File: src/rtl/syst_pkg.sv
// syst_pkg: shared FSM states, default accumulator width and output narrowing helper for syst_row
package syst_pkg;
  typedef enum logic [1:0] {ST_IDLE, ST_LOAD, ST_RUN} state_t;
  function automatic int acc_width(int xw, int ww, int n);
    return xw + ww + $clog2(n);
  endfunction
  function automatic logic signed [127:0] narrow(logic signed [127:0] v, int ow, logic sat);
    logic signed [127:0] hi;
    logic signed [127:0] lo;
    hi = (128'sd1 <<< (ow - 1)) - 128'sd1;
    lo = -hi - 128'sd1;
    return !sat ? v : v > hi ? hi : v < lo ? lo : v;
  endfunction
endpackage

File: src/rtl/syst_pe.sv
// syst_pe: one transposed-form MAC node holding a weight register and a partial-sum register
module syst_pe #(
  parameter int X_WIDTH = 16,
  parameter int W_WIDTH = 16,
  parameter int ACC_WIDTH = 34
) (
  input  logic                        clk,
  input  logic                        rstn,
  input  logic                        w_we,
  input  logic signed [W_WIDTH-1:0]   w_d,
  input  logic signed [X_WIDTH-1:0]   x,
  input  logic                        en,
  input  logic                        clr,
  input  logic signed [ACC_WIDTH-1:0] s_in,
  output logic signed [ACC_WIDTH-1:0] s_o
);
  logic signed [W_WIDTH-1:0] w;
  logic signed [X_WIDTH+W_WIDTH-1:0] p;
  assign p = x * w;
  always_ff @(posedge clk or negedge rstn)
    if (!rstn) begin
      w <= '0;
      s_o <= '0;
    end else begin
      if (w_we) w <= w_d;
      if (clr) s_o <= '0;
      else if (en) s_o <= ACC_WIDTH'(p) + s_in;
    end
endmodule

File: src/rtl/syst_row.sv
// syst_row: N_PE-tap transposed systolic FIR row with serial weight load; define SYST_ROW_SAT_EN for saturating narrowing and sat_o
module syst_row
  import syst_pkg::*;
#(
  parameter int N_PE = 4,
  parameter int X_WIDTH = 16,
  parameter int W_WIDTH = 16,
  parameter int ACC_WIDTH = acc_width(X_WIDTH, W_WIDTH, N_PE),
  parameter int OUT_WIDTH = 32,
  parameter int OUT_SHIFT = 0
) (
  input  logic                        clk,
  input  logic                        rstn,
  input  logic                        w_load_start,
  input  logic signed [W_WIDTH-1:0]   w_i,
  input  logic                        w_valid_i,
  input  logic signed [X_WIDTH-1:0]   x_i,
  input  logic                        valid_x_i,
  output logic                        ready_x_o,
  output logic signed [OUT_WIDTH-1:0] psumm_o,
  output logic                        valid_o,
  input  logic                        ready_i,
  output logic                        busy_o
`ifdef SYST_ROW_SAT_EN
  ,
  output logic                        sat_o
`endif
);
  localparam int CW = $clog2(N_PE);
  state_t state;
  logic [CW-1:0] cnt;
  logic [N_PE:0][ACC_WIDTH-1:0] s;
  logic signed [ACC_WIDTH-1:0] sh;
  logic signed [127:0] ext;
  logic load_we;
  logic last;
  logic accept;
  assign load_we = state == ST_LOAD && w_valid_i && !w_load_start;
  assign last = cnt == CW'(N_PE - 1);
  assign ready_x_o = state == ST_RUN && (!valid_o || ready_i);
  assign accept = valid_x_i && ready_x_o && !w_load_start;
  assign s[N_PE] = '0;
  for (genvar k = 0; k < N_PE; k++) begin : g_pe
    syst_pe #(
      .X_WIDTH(X_WIDTH),
      .W_WIDTH(W_WIDTH),
      .ACC_WIDTH(ACC_WIDTH)
    ) u_pe (
      .clk(clk),
      .rstn(rstn),
      .w_we(load_we && cnt == CW'(k)),
      .w_d(w_i),
      .x(x_i),
      .en(accept),
      .clr(w_load_start || (load_we && last)),
      .s_in(s[k+1]),
      .s_o(s[k])
    );
  end
  assign sh = $signed(s[0]) >>> OUT_SHIFT;
  assign ext = {{(128-ACC_WIDTH){sh[ACC_WIDTH-1]}}, sh};
`ifdef SYST_ROW_SAT_EN
  assign psumm_o = OUT_WIDTH'(narrow(ext, OUT_WIDTH, 1'b1));
  assign sat_o = valid_o && narrow(ext, OUT_WIDTH, 1'b1) != ext;
`else
  assign psumm_o = OUT_WIDTH'(narrow(ext, OUT_WIDTH, 1'b0));
`endif
  always_ff @(posedge clk or negedge rstn)
    if (!rstn) begin
      state <= ST_IDLE;
      cnt <= '0;
      valid_o <= 1'b0;
      busy_o <= 1'b1;
    end else begin
      valid_o <= accept || (valid_o && !ready_i && !w_load_start);
      if (w_load_start) begin
        state <= ST_LOAD;
        cnt <= '0;
        busy_o <= 1'b1;
      end else if (load_we) begin
        cnt <= cnt + 1'b1;
        if (last) begin
          state <= ST_RUN;
          busy_o <= 1'b0;
        end
      end
    end
endmodule

File: config.mk
export PLATFORM = sky130hd
export DESIGN_NAME = syst_row
export DESIGN_NICKNAME = d
export VERILOG_FILES = /design/src/rtl/syst_pkg.sv /design/src/rtl/syst_pe.sv /design/src/rtl/syst_row.sv
export SDC_FILE = /design/constraint.sdc
export NUM_CORES = 2
export LEC_CHECK = 0
export CAP_MARGIN = 15
export CORE_ASPECT_RATIO = 0.75
export CORE_MARGIN = 2
export CORE_UTILIZATION = 45
export DETAILED_ROUTE_END_ITERATION = 8
export PLACE_DENSITY = 0.58
export SETUP_SLACK_MARGIN = 0.15
export SYNTH_ARGS = -nofsm -noshare
export SYNTH_HDL_FRONTEND = slang
export SYNTH_HIERARCHICAL = 1
export SYNTH_SLANG_ARGS = --single-unit
File: constraint.sdc
create_clock -name clk -period 14.89 [get_ports clk]
set_clock_uncertainty 0.15 [all_clocks]
set_input_delay 2.2335 -clock clk [delete_from_list [all_inputs] [get_ports clk]]
set_output_delay 2.2335 -clock clk [all_outputs]
set_load 0.02 [all_outputs]
======== Yosys cells after proc, flatten, opt, wreduce, memory -nomap -nowiden ========
Index checks and enable logic that the tools add are counted.
word-level totals
  memory bits (read-only) ................. 0
  memories ................................ 0
  flip-flop bits (word level) ............. 198
  latch bits .............................. 0
  word-level logic and storage cells ...... 63
  RAM bits ................................ 0
  output and inout bits ................... 35
  input port bits ......................... 38
operators by class
  $lt $le $gt $ge ......................... 0
  $add $sub $neg .......................... 4
  $mul .................................... 4
  eq/ne operators ......................... 5
  reduce and logical (&&, ||, !) cells .... 22
  mux-type cells .......................... 16
  shift operators ......................... 0
  divide/modulo/power cells ............... 0
  bitwise gates (word level) .............. 0
operators by type and width
  cell                                                                    count
  32-bit 2-to-1 mux                                                       8
  16-bit by 16-bit multiplier with 32-bit output                          4
  32-bit adder                                                            3
  1-bit logical AND                                                       11
  2-bit 2-to-1 mux                                                        5
  2-bit equality test (second input constant)                             3
  2-bit nonzero test                                                      3
  2-bit by 1-bit equality test with 1-bit output (second input constant)  2
  1-bit logical NOT                                                       3
  1-bit logical OR                                                        3
  1-bit 2-to-1 mux                                                        3
  2-bit by 1-bit adder with 2-bit output (second input constant)          1
  2-bit logical NOT                                                       1
  2-bit AND reduction                                                     1

======== Logic depth before layout (Yosys ltp) ========
  depth in word-level cells ............... 7
  mapped depth ............................ 24
  depth with buffers taken out ............ 23

======== By module ========
Netlist, hierarchy kept.
by module, submodules not included
  module                       times used  cells each  area each (µm²)  sequential area each (µm²)
  syst_pe at g_pe[1].u_pe ...  2           1373        13210.2          1251.2
  syst_pe at g_pe[0].u_pe      1           1378        13244.0          1251.2
  syst_pe at g_pe[3].u_pe      1           1372        13228.9          1251.2
  syst_row                     1           40          397.9            151.4

======== Worst setup path after synthesis ========
No wires, ideal clock.
  path kind ............................... in2reg
  start ................................... input port x_i[15]
  end ..................................... register g_pe[0].u_pe/s_o[33] (netlist name)
  setup time .............................. 0.087 ns
  slack ................................... 6.711 ns
  required time ........................... 14.653 ns
  data arrival time ....................... 7.943 ns
  path buffers ............................ 1
  cell stages on the path ................. 21
  path through ............................ clkbuf_1 -> nand2_1 -> inv_1 -> fa_1 -> fa_1 -> fa_1 -> fa_1 -> fa_1 -> inv_1 -> fa_1 -> inv_1 -> ha_1 -> a21o_1 -> a21o_1 -> a21oi_1 -> o21a_1 -> o21ai_1 -> o41ai_2 -> o21ai_1 -> xnor2_1 -> a211oi_2
RTL lines
  element      RTL line        source
  from (decl)  syst_row.sv:17  input logic signed [X_WIDTH-1:0] x_i,

======== Final worst setup path ========
  start ................................... input port x_i[5]
  end ..................................... register g_pe[0].u_pe.s_o[28]
on the way
  longest elaborated chain between the ends .. 4
RTL lines
  element                                         RTL line       source
  16-bit by 16-bit multiplier with 32-bit output  syst_pe.sv:19  assign p = x * w;
  32-bit adder                                    syst_pe.sv:27  else if (en) s_o <= ACC_WIDTH'(p) + s_in;
  32-bit 2-to-1 mux                               syst_pe.sv:27
  32-bit 2-to-1 mux                               syst_pe.sv:26  if (clr) s_o <= '0;
  to (signal assigned)                            syst_pe.sv:27
  to (decl)                                       syst_pe.sv:15  output logic signed [ACC_WIDTH-1:0] s_o
Every way passes these cells. The select of a mux whose other input is x is not followed.
A chain may end at the register's enable or synchronous reset.

==> reports/qor.json <==
{
  "cells_and_area": {
    "layout.nets": 6942,
    "fraction_of_layout_instances_using_a_drive_strength_above_1_pct": 3.55,
    "instances_no_fill": 6844,
    "syn2layout_area_growth_pct": 5.48
  },
  "drt": {
    "route.vias.total": 35000,
    "vias_per_cell": 5.12,
    "antenna_violating_nets_post_route": 0,
    "wl_per_cell_um": 19.8,
    "remaining_drc_errors": 0,
    "first_iter_violations": 2208,
    "drt_pass1_iterations": 5,
    "finalWirelength_mm": 135
  },
  "global_routing": {
    "grt_start_max_net_pins": 114,
    "grt_antenna_before_repair": 7,
    "grt-ovfl-total": 0,
    "grt_use_total_pct": 24.2,
    "grt_pass1_vias": 38100,
    "grt_pass1_wl_mm": 221
  },
  "clock_network": {
    "cts-hold-fix-buffers": 0,
    "tritoncts": "done",
    "cts_max_level": 4,
    "clock_sinks": 198,
    "cts_made_buffers": 17,
    "post_cts.repair.setup_buffers": 0,
    "cts_resized": 0,
    "clkLatencyLatePin_ps": 550,
    "clkSlewWorstSetupHoldPaths_ps": 90,
    "clock-root-buffer": "sky130_fd_sc_hd__clkbuf_16",
    "cts.path.max_buffers": 2
  },
  "timing": {
    "timing.final.max_slew_violations": 0,
    "setup_tns_ps": 0,
    "finalSetupViolations": 0,
    "hold_viol_final": 0,
    "layout_worst_path_cycle_share_pct": 60.5,
    "achievable-frequency_mhz": 111,
    "worst_slew_pin_slew_ps": 1160,
    "slew-limit-headroom_pct": 22.4,
    "finalCriticalPeriod_ps": 9010,
    "grt_setup_unrepaired": "no"
  },
  "worst_setup_path": {
    "worstPathRequired_ps": 15170,
    "worstPathCellList": "buf_2 > buf_4 > nand2_1 > fa_1 > inv_1 > fa_1 > fa_1 > fa_1 > fa_1 > inv_1 > fa_1 > inv_1 > ha_1 > a21oi_1 > o211ai_1 > a41o_1 > and2_4 > a311oi_4 > o31ai_2 > a21oi_2 > nor4b_1 > a211o_1",
    "critical_path.most_common_cell": "sky130_fd_sc_hd__fa_1",
    "worst_path_largest_cell_delay_ps": 700,
    "cp-end-kind": "flip-flop",
    "crit_path_max_fanout": 33,
    "startpoint_type": "input port",
    "worst_ep_arrival_time_ps": 9290,
    "criticalPathCategory": "input port to flip-flop",
    "worst_path_max_delay_cell": "sky130_fd_sc_hd__buf_2"
  },
  "place": {
    "detailedPlacementHpwl_mm": 107,
    "place_inst": 6811,
    "gp_congestion": 0.870,
    "port-buffer-count": 72
  },
  "die": {
    "die_w_um": 395,
    "initial_core_util_pct": 45.4,
    "fp.dieH_um": 297,
    "floorplan.core_area_um2": 114000,
    "std_cell_rows": 107,
    "boundaryPins": 73,
    "die_area_um2": 117000
  },
  "yosys": {
    "synth.cell_area_um2": 51600,
    "synth.yosys.warnings": 6,
    "avgSynthCellArea_um2": 9.63,
    "postSynthCellCount": 5351
  },
  "outcome": {
    "run_status": "complete, no violations"
  },
  "flow_run": {
    "maxCapViolCount": 0
  },
  "worst_hold_path": {
    "worstHoldPathType": "flip-flop to flip-flop"
  }
}
critical path, delay by kind of cell:
kind,cells,cell delay (ps)
buffers and inverters,5,1430
AO/OA/AOI/OAI,7,1540
AND/OR/NAND/NOR,3,410
adder cells (fa/ha/maj),7,3590
final timing paths:
| kind | from | endpoint | slack, ps | depth (start not counted) |
|---|---|---|---|---|
| worst max-delay path | x_i[5] | g_pe[0].u_pe/s_o[28] | 5880 | 22 |
| worst max register to register | g_pe[0].u_pe/w[2] | g_pe[0].u_pe/s_o[29] | 7860 | 20 |
| min in group asynchronous | rstn | g_pe[0].u_pe/s_o[21] | 1510 | 1 |
| worst min-delay path | busy_o | busy_o | 350 | 2 |
| worst min register to register | busy_o | busy_o | 350 | 2 |
| max in group asynchronous | rstn | g_pe[3].u_pe/s_o[18] | 11020 | 3 |
per-stage QoR:
stage	hold WS (ps)	util (%)	setup WS, ps	area (um2)
after detailed placement	327	47.3	5370	53700
final	346	47.9	5880	54400
after global placement	317	47.3	5420	53700
after floorplan	306	-	6880	51700
after CTS	347	47.9	5940	54400
after global routing	374	47.9	5480	54400
final cells by class:
type	instances	area, um2
Clock buffer	17	425
Antenna cell	1	2.50
Clock inverter	15	243
Inverter	1373	5150
Tap cell	1526	1910
Multi-Input combinational cell	3613	40800
Fill cell	11000	59100
Timing Repair Buffer	101	888
Sequential cell	198	4960
cells in the final DEF (no fill, tap or decap), drive strengths merged, types with 10 or more instances in the layout:
cell,instances
a211oi,17
a21o,49
a21oi,94
and2,478
and3,17
buf,46
clkbuf,17
clkdlybuf4s50,55
conb,32
dfrtp,197
fa,1196
ha,404
inv,1383
mux2,65
mux2i,76
nand2,565
nand2b,20
nand3,33
nand3b,16
nand4,10
nor2,207
nor3,20
o211ai,18
o21ai,69
o21bai,12
xnor2,54
xor2,25
metal layers:
metal  vias to the layer above  wire (um)  share of wire (%)  GRT usage, %
li1                      15600          -                  -             -
met1                     18300      65500                 48          37.3
met2                       944      59000                 44          36.3
met3                        84       9310                6.9          3.99
met4                         0       1430                1.1          3.88
met5                         -          0                  0             0
registers in the layout, summed over array words and instances (netlist names):
register       cells
g_pe.u_pe/s_o    128
g_pe.u_pe/w       64
cnt                2
state              2
busy_o             1
valid_o            1
Power is not shown: default switching activity piles up to over one toggle a cycle in this logic, so the estimate is an artifact.
